<file path="src/rtl/ucca_pkg.sv">
// Shared definitions for the UCCA monitor: cause codes, default
// configuration window bounds and the per-region state encoding.
package ucca_pkg;

    localparam logic [2:0] CAUSE_NONE  = 3'd0;
    localparam logic [2:0] CAUSE_CFG   = 3'd1;
    localparam logic [2:0] CAUSE_ENTRY = 3'd2;
    localparam logic [2:0] CAUSE_EXIT  = 3'd3;
    localparam logic [2:0] CAUSE_IRQ   = 3'd4;
    localparam logic [2:0] CAUSE_STACK = 3'd5;

    localparam logic [15:0] META_MIN_DEFAULT = 16'h0140;
    localparam logic [15:0] META_MAX_DEFAULT = 16'h016A;

    typedef enum logic {
        OUTSIDE = 1'b0,
        INSIDE  = 1'b1
    } region_state_e;

endpackage

</file>
<file path="src/rtl/ucca_region_fsm.sv">
// Entry/exit tracker for one untrusted-code region; flags the
// region-local violations and latches the caller stack frame base.
module ucca_region_fsm
    import ucca_pkg::*;
(
    input  logic        clk,
    input  logic        system_reset,
    input  logic        force_out,
    input  logic        active,
    input  logic        inst_changed,
    input  logic [15:0] pc,
    input  logic [15:0] prev_pc,
    input  logic [15:0] ucc_min,
    input  logic [15:0] ucc_max,
    input  logic [15:0] stack_pointer,
    input  logic        data_write,
    input  logic [15:0] data_addr,
    input  logic        irq_jmp,
    output logic        entry_viol,
    output logic        exit_viol,
    output logic        irq_viol,
    output logic        stack_viol
);

    region_state_e state_q;
    region_state_e state_d;
    logic [15:0]   base_q;
    logic          enter;
    logic          in_range;

    assign in_range = (pc >= ucc_min) && (pc <= ucc_max);

    always_comb begin
        state_d    = state_q;
        enter      = 1'b0;
        entry_viol = 1'b0;
        exit_viol  = 1'b0;
        irq_viol   = 1'b0;
        stack_viol = 1'b0;
        if (!active) begin
            state_d = OUTSIDE;
        end else begin
            unique case (state_q)
                OUTSIDE: begin
                    if (inst_changed) begin
                        if (pc == ucc_min) begin
                            state_d = INSIDE;
                            enter   = 1'b1;
                        end else if (in_range) begin
                            entry_viol = 1'b1;
                        end
                    end
                end
                INSIDE: begin
                    irq_viol   = irq_jmp;
                    stack_viol = data_write && (data_addr >= base_q);
                    // Leaving is legal only from the region's last instruction
                    if (inst_changed && !in_range) begin
                        state_d   = OUTSIDE;
                        exit_viol = (prev_pc != ucc_max);
                    end
                end
                default: state_d = OUTSIDE;
            endcase
        end
    end

    always_ff @(posedge clk) begin
        if (system_reset) begin
            state_q <= OUTSIDE;
            base_q  <= '0;
        end else begin
            state_q <= force_out ? OUTSIDE : state_d;
            if (enter) begin
                base_q <= stack_pointer;
            end
        end
    end

endmodule

</file>
<file path="src/rtl/ucca_monitor_n.sv">
// Parametrised UCCA monitor: per-region trackers, configuration write
// guard, prioritised cause selection, stretched reset and sticky status.
module ucca_monitor_n
    import ucca_pkg::*;
#(
    parameter int          NUM_REGIONS = 3,
    parameter int          IDX_W       = 3,
    parameter logic [15:0] META_MIN    = META_MIN_DEFAULT,
    parameter logic [15:0] META_MAX    = META_MAX_DEFAULT,
    parameter int          RESET_HOLD  = 4,
    parameter int          CNT_W       = 8
) (
    input  logic                      clk,
    input  logic                      system_reset,
    input  logic [15:0]               pc,
    input  logic                      data_en,
    input  logic                      data_wr,
    input  logic [15:0]               data_addr,
    input  logic [15:0]               stack_pointer,
    input  logic                      irq_jmp,
    input  logic [16*NUM_REGIONS-1:0] ucc_min,
    input  logic [16*NUM_REGIONS-1:0] ucc_max,
    input  logic [NUM_REGIONS-1:0]    region_en,
    input  logic                      status_clr,
    output logic                      reset,
    output logic [2:0]                viol_cause,
    output logic [IDX_W-1:0]          viol_region,
    output logic [CNT_W-1:0]          viol_count
);

    localparam int HOLD_W = (RESET_HOLD > 1) ? $clog2(RESET_HOLD) : 1;

    logic [15:0]            prev_pc;
    logic                   inst_changed;
    logic                   data_write;
    logic                   cfg_viol;
    logic                   viol_event;
    logic [2:0]             cause;
    logic [IDX_W-1:0]       region;
    logic [HOLD_W-1:0]      hold_cnt;
    logic [NUM_REGIONS-1:0] entry_v;
    logic [NUM_REGIONS-1:0] exit_v;
    logic [NUM_REGIONS-1:0] irq_v;
    logic [NUM_REGIONS-1:0] stack_v;

    assign inst_changed = (pc != prev_pc);
    assign data_write   = data_en & data_wr;
    assign cfg_viol     = data_write && (data_addr >= META_MIN)
                          && (data_addr <= META_MAX);

    for (genvar g = 0; g < NUM_REGIONS; g++) begin : g_region
        logic active;
        assign active = region_en[g]
                        && (ucc_min[16*g +: 16] <= ucc_max[16*g +: 16]);
        ucca_region_fsm u_fsm (
            .clk           (clk),
            .system_reset  (system_reset),
            .force_out     (viol_event),
            .active        (active),
            .inst_changed  (inst_changed),
            .pc            (pc),
            .prev_pc       (prev_pc),
            .ucc_min       (ucc_min[16*g +: 16]),
            .ucc_max       (ucc_max[16*g +: 16]),
            .stack_pointer (stack_pointer),
            .data_write    (data_write),
            .data_addr     (data_addr),
            .irq_jmp       (irq_jmp),
            .entry_viol    (entry_v[g]),
            .exit_viol     (exit_v[g]),
            .irq_viol      (irq_v[g]),
            .stack_viol    (stack_v[g])
        );
    end

    function automatic logic [IDX_W-1:0] first_set(
        input logic [NUM_REGIONS-1:0] v
    );
        first_set = '0;
        for (int i = NUM_REGIONS - 1; i >= 0; i--) begin
            if (v[i]) first_set = IDX_W'(i);
        end
    endfunction

    always_comb begin
        cause  = CAUSE_NONE;
        region = '0;
        if (cfg_viol) begin
            cause = CAUSE_CFG;
        end else if (|entry_v) begin
            cause  = CAUSE_ENTRY;
            region = first_set(entry_v);
        end else if (|exit_v) begin
            cause  = CAUSE_EXIT;
            region = first_set(exit_v);
        end else if (|irq_v) begin
            cause  = CAUSE_IRQ;
            region = first_set(irq_v);
        end else if (|stack_v) begin
            cause  = CAUSE_STACK;
            region = first_set(stack_v);
        end
    end

    assign viol_event = (cause != CAUSE_NONE);

    always_ff @(posedge clk) begin
        if (system_reset) prev_pc <= '0;
        else              prev_pc <= pc;
    end

    // A lone system_reset is our own pulse coming back and must not cut it
    // short; reset together with status_clr is the power-on sequence.
    always_ff @(posedge clk) begin
        if (viol_event) begin
            reset    <= 1'b1;
            hold_cnt <= HOLD_W'(RESET_HOLD - 1);
        end else if (system_reset && status_clr) begin
            reset    <= 1'b0;
            hold_cnt <= '0;
        end else if (hold_cnt != '0) begin
            hold_cnt <= hold_cnt - HOLD_W'(1);
        end else begin
            reset <= 1'b0;
        end
    end

    always_ff @(posedge clk) begin
        if (viol_event) begin
            if (status_clr)       viol_count <= CNT_W'(1);
            else if (~&viol_count) viol_count <= viol_count + CNT_W'(1);
            if (status_clr || viol_cause == CAUSE_NONE) begin
                viol_cause  <= cause;
                viol_region <= region;
            end
        end else if (status_clr) begin
            viol_cause  <= CAUSE_NONE;
            viol_region <= '0;
            viol_count  <= '0;
        end
    end

endmodule

</file>
<file path="config.mk">
export PLATFORM = sky130hd
export DESIGN_NAME = ucca_monitor_n
export DESIGN_NICKNAME = d
export VERILOG_FILES = /design/src/rtl/ucca_pkg.sv /design/src/rtl/ucca_region_fsm.sv /design/src/rtl/ucca_monitor_n.sv
export SDC_FILE = /design/constraint.sdc
export NUM_CORES = 1
export LEC_CHECK = 0
export ABC_AREA = 1
export BUFFER_PORTS_ARGS = -buffer_cell sky130_fd_sc_hd__buf_2
export CAP_MARGIN = 40
export CORE_ASPECT_RATIO = 0.5
export CORE_MARGIN = 4
export CORE_UTILIZATION = 51
export DETAILED_ROUTE_END_ITERATION = 10
export GPL_ROUTABILITY_DRIVEN = 0
export HOLD_SLACK_MARGIN = 0.05
export PLACE_DENSITY_LB_ADDON = 0.12
export SKIP_LAST_GASP = 1
export SYNTH_ARGS = -nofsm -noshare
export SYNTH_HDL_FRONTEND = slang
export SYNTH_HIERARCHICAL = 1
export SYNTH_SLANG_ARGS = --single-unit
</file>
<file path="constraint.sdc">
create_clock -name clk -period 5.8 [get_ports clk]
set_clock_uncertainty 0.2 [all_clocks]
set_input_delay 0.29 -clock clk [delete_from_list [all_inputs] [get_ports clk]]
set_output_delay 0.29 -clock clk [all_outputs]
set_load 0.01 [all_outputs]
</file>
After elaboration in Yosys (flattened, before gate mapping)
Cells that the tools add are included.
- register bits: 84
- bits in latches: 0
- memory bits (writable): 0
- bits in read-only memories: 0
- output and inout bits: 15
- memories: 0
- $add $sub $neg: 2
- $mul: 0
- div/mod/pow operators: 0
- $lt $le $gt $ge: 14
- equal/unequal tests: 10
- shifts and indexed selects: 0
- muxes and demuxes: 89
- bitwise operators: 7
- reductions and logical operators: 34
- operators by type and width (operator ; number):
    16-bit greater-or-equal comparator ; 6
    16-bit <= comparator ; 6
    3-bit 2-to-1 mux ; 23
    16-bit inequality test ; 4
    1-bit 2-to-1 mux ; 53
    16-bit equality test ; 3
    8-bit 2-to-1 mux ; 4
    3-bit OR reduction ; 7
    16-bit by 9-bit greater-or-equal comparator with 1-bit output, second input constant ; 1
    16-bit by 9-bit <= comparator with 1-bit output, second input constant ; 1
    1-bit logical AND ; 15
    2-bit 2-to-1 mux ; 6
    8-bit by 1-bit adder with 8-bit output, second input constant ; 1
    8-bit AND reduction ; 1
    2-bit inequality test, second input constant ; 3
    1-bit inverter ; 6
    1-bit case mux with 2 select lines ; 3
    2-bit nonzero test ; 3
    2-bit AND reduction ; 2
    1-bit logical NOT ; 3
    3-bit logical NOT ; 1
    3-bit nonzero test ; 1
    2-bit by 1-bit subtractor with 2-bit output, second input constant ; 1
    1-bit AND ; 1
    1-bit logical OR ; 1

Logic depth before layout (Yosys ltp)
Gate-level depths: netlist of run 1.
- depth in word-level cells: 15
- depth in mapped cells: 25
- depth with buffers taken out: 25

Modules after synthesis
The synthesis of run 1 kept the hierarchy.
- by module, submodules not included (module ; times used ; cells each ; area each (um^2) ; seq. area each (um^2)):
    ucca_region_fsm ; 3 ; 306 ; 2163.3 ; 340.3
    ucca_monitor_n ; 1 ; 420 ; 2925.3 ; 770.7

Worst setup path before layout of run 1
Ideal clock, no wire load.
- path kind: input-to-reg
- start point: input ucc_max[31]
- end point: register viol_count[0] (enable)
- arrival: 2468 ps
- required time: 5271 ps
- slack: 2804 ps
- stages on the path: 14
- path buffers: 0
- cell sequence: inv_1 > ha_1 > nand2_1 > nor3_1 > nand3_1 > a21oi_1 > nand2_1 > nor3_1 > nor3_4 > nand2_2 > clkinv_2 > nand3_4 > nand2_1 > nand2_1
- elaborated cells on any way between the ends: 29
- RTL lines (element ; line ; text):
    from (decl) ; ucca_monitor_n.sv:22 ; input logic [16*NUM_REGIONS-1:0] ucc_max,
    16-bit <= comparator ; ucca_monitor_n.sv:54 ; && (ucc_min[16*g +: 16] <= ucc_max[16*g +: 16]);
    1-bit logical AND ; ucca_monitor_n.sv:54 ;
    net g_region[1].active ; ucca_monitor_n.sv:52 ; logic active;
    1-bit 2-to-1 mux ; ucca_region_fsm.sv:40 ; if (!active) begin
    net exit_v[1] ; ucca_monitor_n.sv:42 ; logic [NUM_REGIONS-1:0] exit_v;
    3-bit OR reduction ; ucca_monitor_n.sv:93 ; end else if (|exit_v) begin
    3-bit 2-to-1 mux ; ucca_monitor_n.sv:93 ;
    3-bit 2-to-1 mux ; ucca_monitor_n.sv:90 ; end else if (|entry_v) begin
    3-bit 2-to-1 mux ; ucca_monitor_n.sv:88 ; if (cfg_viol) begin
    3-bit nonzero test ; ucca_monitor_n.sv:105 ; assign viol_event = (cause != CAUSE_NONE);
    net viol_event ; ucca_monitor_n.sv:37 ; logic viol_event;
    2-bit nonzero test (no line) ; - ;
    2-bit AND reduction (no line) ; - ;
    to (signal assigned) ; ucca_monitor_n.sv:131 ; else if (~&viol_count) viol_count <= viol_count + CNT_W'(1);
    to (decl) ; ucca_monitor_n.sv:28 ; output logic [CNT_W-1:0] viol_count
The timed path passes the listed nets, and every way through them passes these cells.
A chain may end at the register's enable or synchronous reset.

Worst setup path after layout of run 1
- start point: input ucc_max[31]
- end point: register viol_count[4] (enable)
The elaborated chain is that of the path after synthesis.

==> results.md, run 1 <==
* Vias in the first global route at about 8,800
* Critical path capture point type: register
* Via Count at 9,001
* Antenna-violating nets left at 0
* PortBufs at about 170
* Global-route wire length before repair at between 40,000 and 50,000 um
* Tcrit/Tclk final at 59.5%
* Final instance area at 0.0108 sq mm
* Pint at around 1200 uW
* Starting density of the core at approximately 53%
* Crit-path slowest cell: a21oi_1
* Dpl ws at 2.00 ns
* Worst R2R End: viol_count[4]$_SDFFCE_PP0P_
* Maxcap violations at 0
* Highest-count cells in the layout ignoring fill and taps: inv_1, nand2_1, ha_1, buf_2, nor2_1
* Final #Nets at between 1,500 and 2,000
* CTS Buf Count at 9
* Final Non-Filler Cells at 1,747
* Top Family by Delay on Critical Path: simple AND/OR/NAND/NOR gates
* Critical R2R Launch: prev_pc[5]$_SDFF_PP0_
* Area growth syn-to-layout at 14.6%
* Register area share after synthesis at 19.0%
* DRT iter0 DRCs at ~430
* Net Count, Synth at between 1,500 and 2,000
* Die width at 200 um
* Netlist cell types at 40
* Pleak at approximately 0.0058 uW
* CTS tree: yes
* Setup TNS at 0 ns
* Fin worst setup slack at 2.35 ns
* Comb power frac at a little under a third
* CORE AREA at 0.0177 sq mm
* Router iterations before antenna repair at 5
* DRC violations left at 0
* Via density at about 5
* Sw Ratio at 35.4%
* Worst-path clk slew at 0.07 ns
* WL/cell at roughly 15 um
* Syn avg cell area at roughly 7.0 sq um
* R2r setup slk at between 2 and 3 ns
* Most common cell after layout, fill and taps aside: inv_1
* Worst-path cell chain: buf_2 > inv_1 > ha_1 > nand2_1 > nor3_1 > nand3_1 > a21oi_1 > nand2_1 > nor3_1 > nor3_4 > nand2_2 > clkinv_2 > nand3_4 > nand2_1 > nand2_1
* Boundary Pins at 168
* Antenna violations before repair at 3
* Placed inst area at roughly 0.010 sq mm
* Sw power at between 600 and 700 uW
* Root buf cell: clkbuf_16
* Mapped Cells at 1,338
* Hold depth at 3
* Power share of the clock group at around a third
* Worst Hold Slack at around 0.058 ns
* DPL Wire Length at ~22,000 um
* Die Height at 104 um
* Worst-Margin Slew at approximately 0.69 ns
* Worst Path Max Fanout at 9
* Sequential share of power at 35.4%
* Clk_lat worst skew at between 0.3 and 0.4 ns
* Synthesized area at between 0.009 and 0.01 sq mm
* Critical path buffers and inverters at 3
* CTS sink cnt at slightly above 80
* Min cycle time layout at 3.45 ns
* Yosys warns at 6
* Grt ovf at 0
* GRT Total Usage at about a quarter
* RSZ-0062 raised after global routing: false
* CP Launch Type: input port
* Worst slew margin at between 50% and 60%
* Fraction of layout cells with a size suffix above 1 at 17.1%
* Die ar. at 0.0208 sq mm
* Power Dens Cells at 168 mW/mm^2
* Slew Viols, Final at 0
* Hold Path Class: input port to register
* Post-cts repair resize count at 0
* CP Launch Point: ucc_max[31]
* Final WL at ~26,000 um
* Cell mode on critical path: nand2_1
* Largest net degree at the start of global routing at 33
* H-tree levels at 3
* Placed Cells incl. Taps at between 1,500 and 2,000
* VDD IR max at between 0.00015 and 0.0002 V
* Critical Path Max Stage Delay at 0.52 ns
* Stages on the worst setup path at 15
* Upper clock frequency limit at around 290 MHz
* Final setup viols at 0
* Critical Path AT at 3.27 ns
* CP Data Required Time at around 5.6 ns
* Row Count at 34
* Fillers at 1,636
* Status: finished clean
* Register bit total from synthesis at between 80 and 90
* Maximum clock insertion buffer count at 2
* Hold Fails Final Rpt at 0
* Crit path kind: input port to register
* Worst-case reg-to-reg path depth at 12
* Crit path to: viol_count[4]$_SDFFCE_PP0P_
-- per-layer routing --
| layer | GRT usage (%) | wire (um) |
|---|---|---|
| met5 | 0 | 23 |
| met4 | 5.01 | 408 |
| met3 | 5.70 | 1750 |
| met2 | 41.4 | 11700 |
| met1 | 33.3 | 12100 |
-- cell type report --
cell class	instances	area (sq um)	share of cell area, %
timing repair buffer	173	901	8.35
tap	234	293	2.71
inverter	310	1160	10.8
antenna	1	2.50	0.0232
multi-input combinational	930	6330	58.7
clock inverter	6	57.6	0.533
sequential	83	1790	16.6
clock buffer	10	250	2.32
-- synthesized netlist by cell type --
| cell | number | share of area [%] |
|---|---|---|
| nand3_1 | 44 | 2.3 |
| nand2_1 | 211 | 8.4 |
| o21ai_2 | 3 | 0.28 |
| nor3_1 | 17 | 0.90 |
| xor2_1 | 28 | 2.6 |
| nor4_1 | 3 | 0.20 |
| o21ai_1 | 40 | 2.1 |
| a211oi_1 | 6 | 0.48 |
| edfxtp_1 | 13 | 4.1 |
| nand2_4 | 3 | 0.36 |
| ha_1 | 194 | 26 |
| nand2_2 | 12 | 0.80 |
| a21boi_1 | 1 | 0.080 |
| dfxtp_1 | 70 | 15 |
| buf_4 | 1 | 0.080 |
| nor2_4 | 3 | 0.36 |
| clkbuf_1 | 4 | 0.16 |
| o21a_1 | 6 | 0.48 |
| clkinv_2 | 1 | 0.053 |
| o211ai_1 | 3 | 0.24 |
| inv_1 | 307 | 12 |
| a21oi_2 | 42 | 3.9 |
| or2_1 | 1 | 0.066 |
| conb_1 | 1 | 0.040 |
| buf_2 | 1 | 0.053 |
| nand3_4 | 1 | 0.19 |
| nand4_1 | 20 | 1.3 |
| buf_6 | 9 | 1.1 |
| a21o_1 | 9 | 0.72 |
| xnor2_1 | 16 | 1.5 |
| nor3_4 | 4 | 0.69 |
| nor2_2 | 1 | 0.066 |
| o22ai_1 | 15 | 1.0 |
| a221oi_1 | 3 | 0.28 |
| nand4_4 | 3 | 0.68 |
| or2_2 | 2 | 0.13 |
| o21ai_0 | 31 | 1.6 |
| inv_2 | 2 | 0.080 |
| nor2_1 | 108 | 4.3 |
| a21oi_1 | 99 | 5.3 |
-- tightest hold or removal path, stage by stage --
cell and delay [ns]:
buf_2 0.17, inv_1 0.07, nor2_1 0.03
-- power groups by stage --
stage          clock network [uW]  logic [uW]  registers [uW]
2_1_floorplan                   0         356             653
3_3_place_gp                    0         539             655
3_5_place_dp                    0         565             655
4_1_cts                       616         572             643
5_1_grt                       644         662             646
6_report                      602         572             643
-- stage by stage --
step,total power [uW],util (%)
2_1_floorplan,1010,-
3_3_place_gp,1190,58.7
3_5_place_dp,1220,58.7
4_1_cts,1830,60.8
5_1_grt,1950,60.8
6_report,1820,60.8
-- cell families after synthesis --
family                   share of synthesized area (%)
adder cells (fa/ha/maj)                           25.8
XOR/XNOR                                          4.09
other                                           0.0398
AO/OA/AOI/OAI                                     16.5
buffers and inverters                             13.7
AND/OR/NAND/NOR                                   20.8
flip-flops                                        19.0
-- state kept, by name (all words and copies together) (netlist names) --
signal / flops
viol_count: 8
viol_region: 2
reset: 1
prev_pc: 16
viol_cause: 3
g_region.u_fsm/state_q: 3
hold_cnt: 2
g_region.u_fsm/base_q: 48
-- repair_timing --
action | in CTS | in global routing
hold endpoints to repair | 14 | 0
hold buffers | 7 | 0
setup buffers | 0 | 0
-- worst min path at each step --
| stage | startpoint | end | slack (ns) |
|---|---|---|---|
| final | pc[6] | prev_pc[6]$_SDFF_PP0_ | 0.06 |
| after global routing | pc[6] | prev_pc[6]$_SDFF_PP0_ | 0.06 |
| after CTS | pc[6] | prev_pc[6]$_SDFF_PP0_ | 0.05 |
| after detailed placement | g_region[0].u_fsm/base_q[0]$_SDFFE_PP0P_ | g_region[0].u_fsm/base_q[0]$_SDFFE_PP0P_ | 0.25 |
| after global placement | g_region[1].u_fsm/base_q[0]$_SDFFE_PP0P_ | g_region[1].u_fsm/base_q[0]$_SDFFE_PP0P_ | 0.25 |
| after floorplan | pc[0] | prev_pc[0]$_SDFF_PP0_ | 0.20 |
(Power assumes the default switching activity.)
==> inputs of run 2 (changes only) <==
--- a/config.mk
+++ b/config.mk
@@ -5,7 +5,7 @@
 export SDC_FILE = /design/constraint.sdc
 export NUM_CORES = 1
 export LEC_CHECK = 0
-export ABC_AREA = 1
+export ABC_AREA = 0
 export BUFFER_PORTS_ARGS = -buffer_cell sky130_fd_sc_hd__buf_2
 export CAP_MARGIN = 40
 export CORE_ASPECT_RATIO = 0.5
==> constraint.sdc (replaced) <==
create_clock -name clk -period 3.26 [get_ports clk]
set_clock_uncertainty 0.2 [all_clocks]
set_input_delay 0.163 -clock clk [delete_from_list [all_inputs] [get_ports clk]]
set_output_delay 0.163 -clock clk [all_outputs]
set_load 0.01 [all_outputs]
==> results.md, run 2 <==
* Hold Path Class: input port to register
* Stages on the worst setup path at 14 (-1)
* Synth area leaders: ha_1, dfxtp_1, inv_1
* Largest regs: g_region.u_fsm/base_q (48), prev_pc (16), viol_count (8)
* Netlist cell types at 54 (+35%)
* Post-synth top cells: inv_1, ha_1, nand2_1
* Fraction of layout cells with a size suffix above 1 at 24.6% (+7.5 points)
* Max reg flops at 48 (unchanged)
* CTS tree: yes
* Worst Path Max Fanout at 5 (-4)
* Critical path buffers and inverters at 3 (unchanged)
* Die ar. at 0.0200 sq mm (-4.0%)
* Largest net degree at the start of global routing at 37 (+12%)
* Startpoint of the worst hold path: status_clr
* Top Family by Delay on Critical Path: compound AO/OA/AOI/OAI gates
* Highest-count cells in the layout ignoring fill and taps: inv_1, ha_1, buf_2, nand2_1, buf_4
* Net Count, Synth at 1,487 (-12%)
* Asr flop ratio synth at 0% (unchanged)
* Synthesized area at 0.00901 sq mm (-4.3%)
* Worst-path clk slew at 0.06 ns (about the same)
* Post-synth EDFFs at 13 (unchanged)
* Root buf cell: clkbuf_16
* Crit-path slowest cell: o31a_1
* Yosys warns at 6 (unchanged)
* Final Non-Filler Cells at 1,688 (-3.4%)
* Sw power at 1130 uW (+75%)
* WL/cell at 17.6 um (+19%)
* Most common cell after layout, fill and taps aside: inv_1
* Hold worst-path end: viol_count[4]$_SDFFCE_PP0P_
* Maximum clock insertion buffer count at 2 (unchanged)
* DPL Wire Length at 23,900 um (+9.6%)
* Boundary Pins at 168 (unchanged)
* Upper clock frequency limit at about 320 MHz
* Power share of the clock group at 30.6% (-2.5 points)
* Sequential share of power at 34.5% (-0.9 points)
* Slew Viols, Final at 0 (unchanged)
* Row Count at 34 (unchanged)
* Placed Cells incl. Taps at 1,645 (-4.5%)
* Status: finished clean
* Min cycle time layout at ~3.1 ns
* Worst-case reg-to-reg path depth at 13 (+1)
* Router iterations before antenna repair at 5 (unchanged)
* Final #Nets at 1,796 (-3.1%)
* Hold Fails Final Rpt at 0 (unchanged)
* Mapped Cells at 1,140 (-15%)
* Critical Path AT at 2.99 ns (-0.28 ns)
* Starting density of the core at 51.9% (-1.1 points)
* Placed inst area at 0.0110 sq mm (+5.8%)
* Via density at 5.53 (+7.4%)
* Die Height at 102 um (-2.0%)
* Comb power frac at 34.9% (+3.4 points)
* Die width at 196 um (-2.1%)
* Vias in the first global route at 9,225 (+4.3%)
* CP Launch Type: input port
* Critical path capture point type: register
* CP Data Required Time at 3.12 ns (-2.50 ns)
* Final WL at 29,700 um (+15%)
* Main synth FF type: dfxtp_1
* Sw Ratio at 34.0% (-1.3 points)
* Crit path kind: input port to register
* Critical R2R Launch: g_region[0].u_fsm/base_q[11]$_SDFFE_PP0P_
* VDD IR max at 0.000229 V (+22%)
* Area growth syn-to-layout at 29.8%
* Antenna violations before repair at 1 (-2)
* Synth area leader: ha_1
* Maxcap violations at 0 (unchanged)
* Critical Path Max Stage Delay at 0.34 ns (-0.18 ns)
* DRT iter0 DRCs at 516 (+19%)
* Area share of the largest cell type after synthesis at 26.9% (+1.1 points)
* Pleak at 0.00569 uW (-2.0%)
* R2r setup slk at 0.16 ns (-2.43 ns)
* Register bit total from synthesis at 83 (unchanged)
* Tot Pwr at 3310 uW (+82%)
* Antenna-violating nets left at 0 (unchanged)
* Grt ovf at 0 (unchanged)
* Count leader, synth: inv_1
* Syn avg cell area at 7.91 sq um (+12%)
* Worst-path cell chain: buf_4 > buf_12 > ha_1 > nand4_1 > nor2_1 > a221o_1 > o31a_1 > or2_1 > nor3_2 > nor3_2 > nand4_1 > o21ba_4 > o41ai_2 > buf_4
* Final instance area at 0.0117 sq mm (+8.4%)
* Pint at 2180 uW (+86%)
* Worst Hold Slack at 0.0635 ns (+0.00592 ns)
* Final setup viols at 0 (unchanged)
* Setup TNS at 0 ns (unchanged)
* H-tree levels at 3 (unchanged)
* Worst R2R End: viol_region[1]$_SDFFCE_PP0P_
* Worst-Margin Slew at 0.776 ns (+0.0847 ns)
* Global-route wire length before repair at 46,500 um (+8.2%)
* PortBufs at 166 (unchanged)
* GRT Total Usage at 29.2% (+4.4 points)
* Worst slew margin at 47.8% (-6.0 points)
* DRC violations left at 0 (unchanged)
* Antenna Cells at 0 (-1)
* Register area share after synthesis at 19.9% (+0.85 points)
* Top reg by flops: g_region.u_fsm/base_q
* CTS Buf Count at 9 (unchanged)
* CTS sink cnt at 83 (unchanged)
* CORE AREA at 0.0174 sq mm (-2.2%)
* Tcrit/Tclk final at between 90 and 100%
* Hold depth at 2 (-1)
* Power Dens Cells at 283 mW/mm^2 (+68%)
* Clk_lat worst skew at 0.35 ns (about the same)
* Via Count at 9,338 (+3.7%)
==> run 2: changes by cell type in the layout (fill, tap and decap cells not counted), sizes merged, moves of 22 or more <==
cell   previous run  this run
o21ai            74        25
a21oi           141       119
xnor2            16        50
nand2           226       135
nor2b             0        26
inv             315       202
buf             166       291
nand4            23        50
nor2            112        28
==> run 2: area by class of cell <==
| type | count | area (sq um) |
|---|---|---|
| timing repair buffer | 317 | 2100 |
| sequential | 83 | 1790 |
| inverter | 199 | 747 |
| clock buffer | 10 | 239 |
| multi-input combinational | 839 | 6480 |
| clock inverter | 6 | 47.5 |
| tap | 234 | 293 |
| fill | 1477 | 5660 |
==> run 2: timing repair <==
| item | in CTS | in global routing |
|---|---|---|
| hold buffers | 23 | 0 |
| setup endpoints to repair | 29 | 28 |
| buffers inserted | 0 | 4 |
| resized for setup | 8 | 26 |
| pin swaps | 1 | 10 |
| endpoints found under the hold margin | 53 | 0 |
==> run 2: cells by family (layout without fill, tap and decap cells) <==
kind of cell	count (synthesis)	after routing	share of synthesized area [%]
AO/OA/AOI/OAI	226	226	15.8
AND/OR/NAND/NOR	347	347	20.8
flip-flops	83	83	19.9
adder cells (fa/ha/maj)	194	194	26.9
buffers and inverters	218	532	9.62
other	1	1	0.0416
XOR/XNOR	71	71	6.90
==> run 2: worst register-to-register path, delay by kind of cell (launching register included) <==
family / cells / cell delay, ns
simple gates: 2 / 0.30
flops: 1 / 0.35
buf+inv: 2 / 0.21
compound gates: 8 / 1.55
fa+ha+maj: 1 / 0.31
==> run 2: worst max-delay path by stage <==
stage                                             startpoint                           end  slack [ns]
finish                                                pc[15]   viol_cause[0]$_SDFFCE_PP0P_        0.13
global route                                          pc[10]   viol_cause[2]$_SDFFCE_PP0P_       -0.02
global placement                                      pc[13]  viol_region[1]$_SDFFCE_PP0P_       -0.23
floorplan                                         ucc_max[7]   viol_count[0]$_SDFFCE_PP0P_       0.007
CTS                 g_region[2].u_fsm/base_q[9]$_SDFFE_PP0P_   viol_count[2]$_SDFFCE_PP0P_        0.02
detailed placement                                    pc[15]  viol_region[1]$_SDFFCE_PP0P_       -0.33
==> run 2: stage by stage <==
step           setup slack [ns]  util [%]
6_report                  0.130      67.4
4_1_cts                  0.0185      66.5
3_5_place_dp             -0.332      63.4
2_1_floorplan           0.00698         -
3_3_place_gp             -0.232      63.4
5_1_grt                 -0.0215      67.4
==> run 2: per-layer routing <==
| metal | up-vias | wire length, um | GRT usage [%] |
|---|---|---|---|
| li1 | 4587 | - | - |
| met1 | 4403 | 12900 | 37.8 |
| met2 | 285 | 14100 | 51.5 |
| met3 | 61 | 1930 | 4.61 |
| met4 | 2 | 784 | 8.42 |
| met5 | - | 8 | 0 |
==> run 2: power by group through the flow <==
| stage | sequential, uW | combinational (uW) | clock (uW) |
|---|---|---|---|
| 3_3_place_gp | 1160 | 1040 | 0 |
| 6_report | 1140 | 1160 | 1010 |
| 5_1_grt | 1150 | 1280 | 1070 |
| 2_1_floorplan | 1160 | 574 | 0 |
| 4_1_cts | 1140 | 1120 | 1030 |
| 3_5_place_dp | 1160 | 1090 | 0 |
